--- src/rtl/checkers_pkg.sv ---
// Shared checkers board definitions: directions, board width, sequencer states
// and the square-neighbour rule used by the diagonal shift unit.
package checkers_pkg;

   localparam int BOARD_SQ = 32;

   localparam logic [1:0] DIR_UL = 2'd0;
   localparam logic [1:0] DIR_UR = 2'd1;
   localparam logic [1:0] DIR_DL = 2'd2;
   localparam logic [1:0] DIR_DR = 2'd3;

   localparam int MASK_UL_LO = 0;
   localparam int MASK_UR_LO = 32;
   localparam int MASK_DL_LO = 64;
   localparam int MASK_DR_LO = 96;

   typedef enum logic [1:0] {
      IDLE,
      SH1,
      SH2,
      DONE
   } state_t;

   function automatic int mask_lo(input logic [1:0] d);
      case (d)
         DIR_UL:  return MASK_UL_LO;
         DIR_UR:  return MASK_UR_LO;
         DIR_DL:  return MASK_DL_LO;
         default: return MASK_DR_LO;
      endcase
   endfunction

   // Returns {off_board, neighbour_square}; the square field is meaningless when off_board is set.
   function automatic logic [5:0] nbr_sq(input logic [4:0] p, input logic [1:0] d);
      logic [2:0] r;
      logic [1:0] c;
      logic       even;
      logic       ok;
      logic [4:0] n;
      r    = p[4:2];
      c    = p[1:0];
      even = ~r[0];
      case (d)
         DIR_UL: begin
            n  = even ? p - 5'd4 : p - 5'd5;
            ok = (r != 3'd0) && (even || (c != 2'd0));
         end
         DIR_UR: begin
            n  = even ? p - 5'd3 : p - 5'd4;
            ok = (r != 3'd0) && (!even || (c != 2'd3));
         end
         DIR_DL: begin
            n  = even ? p + 5'd4 : p + 5'd3;
            ok = (r != 3'd7) && (even || (c != 2'd0));
         end
         default: begin
            n  = even ? p + 5'd5 : p + 5'd4;
            ok = (r != 3'd7) && (!even || (c != 2'd3));
         end
      endcase
      return {~ok, n};
   endfunction

endpackage

--- src/rtl/diag_shift.sv ---
// Combinational one-step diagonal shift: y[p] = x[neighbour_d(p)], off-board squares read as fill_i.
module diag_shift
   import checkers_pkg::*;
(
   input  logic [BOARD_SQ-1:0] x_i,
   input  logic [1:0]          dir_i,
   input  logic                fill_i,
   output logic [BOARD_SQ-1:0] y_o
);

   logic [5:0] nb;

   always_comb begin
      y_o = '0;
      nb  = '0;
      for (int p = 0; p < BOARD_SQ; p++) begin
         nb     = nbr_sq(5'(p), dir_i);
         y_o[p] = nb[5] ? fill_i : x_i[nb[4:0]];
      end
   end

endmodule

--- src/rtl/move_gen_ctrl.sv ---
// Checkers move-generation sequencer: one shared diag_shift stepped over four directions.
// Define MOVEGEN_FORCE_JUMP_EN to suppress simple moves whenever a jump exists.
module move_gen_ctrl
   import checkers_pkg::*;
(
   input  logic         clock,
   input  logic         reset_n,
   input  logic         start,
   input  logic         side,
   input  logic [31:0]  own,
   input  logic [31:0]  opp,
   input  logic [31:0]  kings,
   output logic         busy,
   output logic         out_valid,
   input  logic         out_ready,
   output logic [127:0] move_mask,
   output logic [127:0] jump_mask,
   output logic         any_move,
   output logic         any_jump
);

   state_t        state_q, state_d;
   logic [1:0]    dir_q, dir_d;
   logic [127:0]  move_q, move_d;
   logic [127:0]  jump_q, jump_d;
   logic [31:0]   own_q, opp_q, kown_q, nocc_q;
   logic          side_q;
   logic [31:0]   sh_x, sh_y, movers;
   logic          sh_fill, fwd;

   // The jump term is formed as nbr(opp & ~nbr(occ)) with fill 0, which equals
   // nbr(opp) & ~nbr(nbr(occ)) because the shift is a per-bit permutation.
   assign sh_x    = (state_q == SH2) ? (opp_q & ~nocc_q) : (own_q | opp_q);
   assign sh_fill = (state_q != SH2);

   diag_shift u_shift (
      .x_i    (sh_x),
      .dir_i  (dir_q),
      .fill_i (sh_fill),
      .y_o    (sh_y)
   );

   assign fwd    = side_q ? ((dir_q == DIR_UL) || (dir_q == DIR_UR))
                          : ((dir_q == DIR_DL) || (dir_q == DIR_DR));
   assign movers = (fwd ? (own_q & ~kown_q) : 32'd0) | kown_q;

   always_comb begin
      state_d = state_q;
      dir_d   = dir_q;
      move_d  = move_q;
      jump_d  = jump_q;
      case (state_q)
         IDLE: begin
            if (start) begin
               state_d = SH1;
               dir_d   = DIR_UL;
            end
         end
         SH1: state_d = SH2;
         SH2: begin
            move_d[mask_lo(dir_q) +: BOARD_SQ] = movers & ~nocc_q;
            jump_d[mask_lo(dir_q) +: BOARD_SQ] = movers & sh_y;
            if (dir_q == DIR_DR) begin
               state_d = DONE;
            end else begin
               state_d = SH1;
               dir_d   = dir_q + 2'd1;
            end
         end
         default: begin
            if (out_ready) begin
               state_d = IDLE;
               dir_d   = DIR_UL;
               move_d  = '0;
               jump_d  = '0;
            end
         end
      endcase
   end

   always_ff @(posedge clock or negedge reset_n) begin
      if (!reset_n) begin
         state_q <= IDLE;
         dir_q   <= DIR_UL;
         move_q  <= '0;
         jump_q  <= '0;
      end else begin
         state_q <= state_d;
         dir_q   <= dir_d;
         move_q  <= move_d;
         jump_q  <= jump_d;
      end
   end

   always_ff @(posedge clock) begin
      if ((state_q == IDLE) && start) begin
         own_q  <= own;
         opp_q  <= opp;
         kown_q <= kings & own;
         side_q <= side;
      end
      if (state_q == SH1) begin
         nocc_q <= sh_y;
      end
   end

   assign busy      = (state_q != IDLE);
   assign out_valid = (state_q == DONE);
   assign jump_mask = jump_q;
   assign any_jump  = |jump_q;

`ifdef MOVEGEN_FORCE_JUMP_EN
   assign move_mask = (out_valid && any_jump) ? 128'd0 : move_q;
`else
   assign move_mask = move_q;
`endif

   assign any_move = |move_mask;

endmodule

--- config.mk ---
export PLATFORM = sky130hd
export DESIGN_NAME = move_gen_ctrl
export DESIGN_NICKNAME = d
export VERILOG_FILES = /design/src/rtl/checkers_pkg.sv /design/src/rtl/diag_shift.sv /design/src/rtl/move_gen_ctrl.sv
export SDC_FILE = /design/constraint.sdc
export NUM_CORES = 1
export LEC_CHECK = 0
export ABC_AREA = 1
export CAP_MARGIN = 20
export CORE_MARGIN = 2
export CORE_UTILIZATION = 35
export DETAILED_ROUTE_END_ITERATION = 7
export GPL_ROUTABILITY_DRIVEN = 0
export PLACE_DENSITY = 0.57
export SYNTH_ARGS = -nofsm -noshare
export SYNTH_HDL_FRONTEND = slang
export SYNTH_SLANG_ARGS = --single-unit
--- constraint.sdc ---
create_clock -name clock -period 7.4 [get_ports clock]
set_clock_uncertainty 0.2 [all_clocks]
set_input_delay 1.48 -clock clock [delete_from_list [all_inputs] [get_ports clock]]
set_output_delay 1.48 -clock clock [all_outputs]
set_load 0.02 [all_outputs]
==> results.md <==
| Metric | This run |
|:---|:---|
| Antenna-violating nets left | 0 |
| Synth Area per Inst | 9.358 µm² |
| Top cell type by total area after synthesis | dfrtp_1 |
| Top achievable clock speed | 0.2234 GHz |
| Placed Cells incl. Taps | 2752 |
| Die area | 50790 µm² |
| Ranking of synthesized cells by area | dfrtp_1 38%, edfxtp_1 23%, nand2_1 9.6% |
| Critical Path Source Type | flip-flop |
| Post-route DRC violation count | 0 |
| Global-route wire length before repair | 93550 µm |
| Max-slew headroom | 27.70% |
| Post-synth top flop | dfrtp_1 |
| RSZ-0062 raised after global routing | false |
| Fraction of final layout cells sized beyond drive strength 1 | 6.165% |
| TritonCTS clock tree | done |
| Setup TNS | 0 ns |
| Number of buffers added to fix hold violations after cts | 0 |
| Number of buffers added on ports | 360 |
| Number of endpoints failing setup at the final stage | 0 |
| Synth unique cells | 44 |
| Synth-to-layout area growth | 32.34% |
| Pleak | 10.03 nW |
| Async S/R FF share, synth | 66.84% |
| Type of destination of the critical path | primary output |
| Maximum single-stage delay on the critical path | 0.62 ns |
| Routed via count | 14870 |
| Clock buffer depth | 3 |
| Result of the run | finished clean |
| Via count of the first global-routing pass | 14540 |
| Slew @ Worst Pin | 1.077 ns |
| Pin count of the biggest net entering global routing | 134 |
| Slew Limit Fails | 0 |
| First DRT Iteration DRCs | 1531 |
| Post-CTS Setup Repair Bufs | 0 |
| Number of enable-type register cells in the synthesized netlist | 129 |
| Final Instance Count excl. Fillers | 2828 |
| Die width | 225.4 µm |
| Via count normalized by instance count | 5.258 |
| Share of the cycle needed by the critical path after routing | 60.49% |
| CP required | 5.72 ns |
| Number of warning messages in the yosys log | 0 |
| Number of antenna violations at the first check in global routing | 0 |
| Crit-path cells | inv_1 > nand4_1 > nor4_1 > nand2_1 > nor4_1 > nand2_1 > clkdlybuf4s50_1 |
| Post-detailed-route wirelength per cell | 22.54 µm |
| Count of mapped cells out of synthesis | 1833 |
| Power per cell area | 371.2 nW/µm² |
| # Max-Cap Violations | 0 |
| Vertical die dimension | 225.4 µm |
| Routed WL | 63730 µm |
| H-Tree Depth | 2 |
| Final Hold Viols | 0 |
| Cell area after synthesis | 17150 µm² |
| Worst hold path type | reg2reg |
| TritonCTS sink count | 389 |
| Cell type of the slowest stage on the worst timing path | nor4_1 |
| Peak supply drop | 0.1566 mV |
| Overflow left after global routing | 0 |
| Fraction of synthesized cell area taken by the top area cell type | 37.93% |
| Number of buffer and inverter instances along the worst setup path | 2 |
| Arrival time worst endpoint | 2.80 ns |
| Diode insertion count for antenna repair | 0 |
| Gr usage total | 25.02% |
| Insertion delay to the later sink of the worst-skew pair | 0.57 ns |
| Crit Path Max Fanout | 2 |
| Clock buffers created by TritonCTS | 43 |
| Number of nets in the layout | 2283 |
| Worst setup path category | reg2out |
| Number of search-and-repair iterations in the first detailed-routing pass | 7 |
| Worst hold slack across all endpoints | 0.3056 ns |
| Number of top-level design ports | 361 |
| Sequential element share of the synthesized area | 60.51% |
| Tot Pwr | 8.426 mW |
| Reg clk slew, reported paths | 0.06 ns |
| Flip-flop and latch count after synthesis | 389 |
| Starting utilization of the core area | 35.26% |
| Kind of cell with the highest combined delay on the critical path | simple AND/OR/NAND/NOR gates |
| Min Clock Period, post-route | 4.476 ns |
| DP Wirelength | 48440 µm |
| Net count after synthesis | 1940 |
| Quantity of gates resized following cts | 0 |
| Placement Rows | 81 |
| Total core area | 48650 µm² |
| Root cell of the clock tree | clkbuf_16 |
==> layer usage <==
layer  GRT usage, %  vias to the layer above  wire [µm]  share of wire, %
met5              0                        -          0                 0
met4          10.36                        0       2704               4.2
met3          5.776                      111       5826               9.1
met2          38.00                      732      28170                44
met1          34.45                     7265      27030                42
li1               -                     6763          -                 -
==> path summary, 6_finish.rpt <==
path	startpoint	to	slack, ns	cells past startpoint
hold reg to reg	move_mask[122]	move_mask[122]	0.31	2
max in group asynchronous	reset_n	jump_mask[20]	4.85	2
hold / removal	move_mask[122]	move_mask[122]	0.31	2
setup / recovery	move_mask[16]	any_move	2.92	7
setup reg to reg	dir_q[1]	move_mask[64]	3.43	7
min in group asynchronous	reset_n	move_mask[109]	0.80	1
==> cells in the mapped netlist (8+ instances only) <==
library cell	n
nor4_1	45
a21oi_1	13
o21bai_1	33
dfrtp_1	260
buf_2	26
o21ai_0	142
nor2_2	8
or2_2	11
edfxtp_1	129
nand3_1	142
o22ai_1	42
buf_6	9
o21ai_2	11
nand2_1	440
o21ai_1	29
inv_1	265
nand4_1	59
clkbuf_1	35
nor2_1	70
nor3_1	9
==> cell usage in the layout (no fill, tap or decap), types with 3 or more instances in the layout <==
cell type        netlist  final
o22ai_1               42     42
clkbuf_16              0     45
nor3_1                 9      9
o21ai_1               29     29
and2_1                 3      3
clkbuf_8               0      8
bufinv_16              0      3
dfrtp_1              260    260
nand2_2                3      3
a21oi_1               13     13
o21bai_2               5      5
o21ai_0              142    142
buf_4                  1     13
o21a_1                 3      3
ha_1                   6      6
o21bai_1              33     33
nand4_1               59     59
or2_2                 11     11
nand2_1              440    440
nor2_1                70     68
edfxtp_1             129    129
clkbuf_1              35      9
nand3_1              142    142
inv_1                265    265
inv_2                  6      6
o21ai_2               11     11
nor2_4                 4      5
clkdlybuf4s50_1        0    359
nor4_1                45     45
clkinv_2               0      6
nor2_2                 8      9
==> flip-flops by register name (all words and copies together) (netlist names) <==
name and count:
move_mask 128, opp_q 32, kown_q 32, dir_q 2
side_q 1, jump_mask 128, own_q 32, state_q 2
nocc_q 32
==> area by class of cell <==
type                    count  area [µm²]
clock inverters            13       151.4
well taps                 622       778.2
clock buffers              62        1270
repair buffers            374        3726
multi-input cells        1095        5366
fillers                  4615       25950
flip-flops and latches    389       10380
inverters                 273        1027
==> through the flow <==
step / cell area, µm² / util [%] / worst slack (ns)
2_1_floorplan: 17150 / - / 1.122
3_3_place_gp: 21270 / 43.72 / 3.142
3_5_place_dp: 21270 / 43.72 / 3.131
4_1_cts: 22690 / 46.65 / 2.873
5_1_grt: 22700 / 46.66 / 2.772
6_report: 22700 / 46.66 / 2.924
==> where the power goes <==
part	internal, mW	switching [mW]	total [mW]
clock network	1.29	0.872	2.17
registers	2.70	0.253	2.95
logic	0.903	2.41	3.31
total	4.89	3.53	8.43
==> worst register-to-register path: stages, from the launching register on <==
cell and delay, ns:
dfrtp_1 0.42, ha_1 0.35, nor2_4 0.53, inv_2 0.42, nor3_2 0.87, inv_1 0.47, buf_4 0.38, o21ai_0 0.23
==> cell families (layout without fill, tap and decap cells) <==
logic type               Yosys count  count (layout)  share of synthesized area [%]
AO/OA/AOI/OAI                    288             288                          9.862
buffers and inverters            349             722                          8.257
AND/OR/NAND/NOR                  801             801                          20.93
adder cells (fa/ha/maj)            6               6                         0.4377
flip-flops                       389             389                          60.52
No activity file was read; power rests on OpenSTA's default activity.
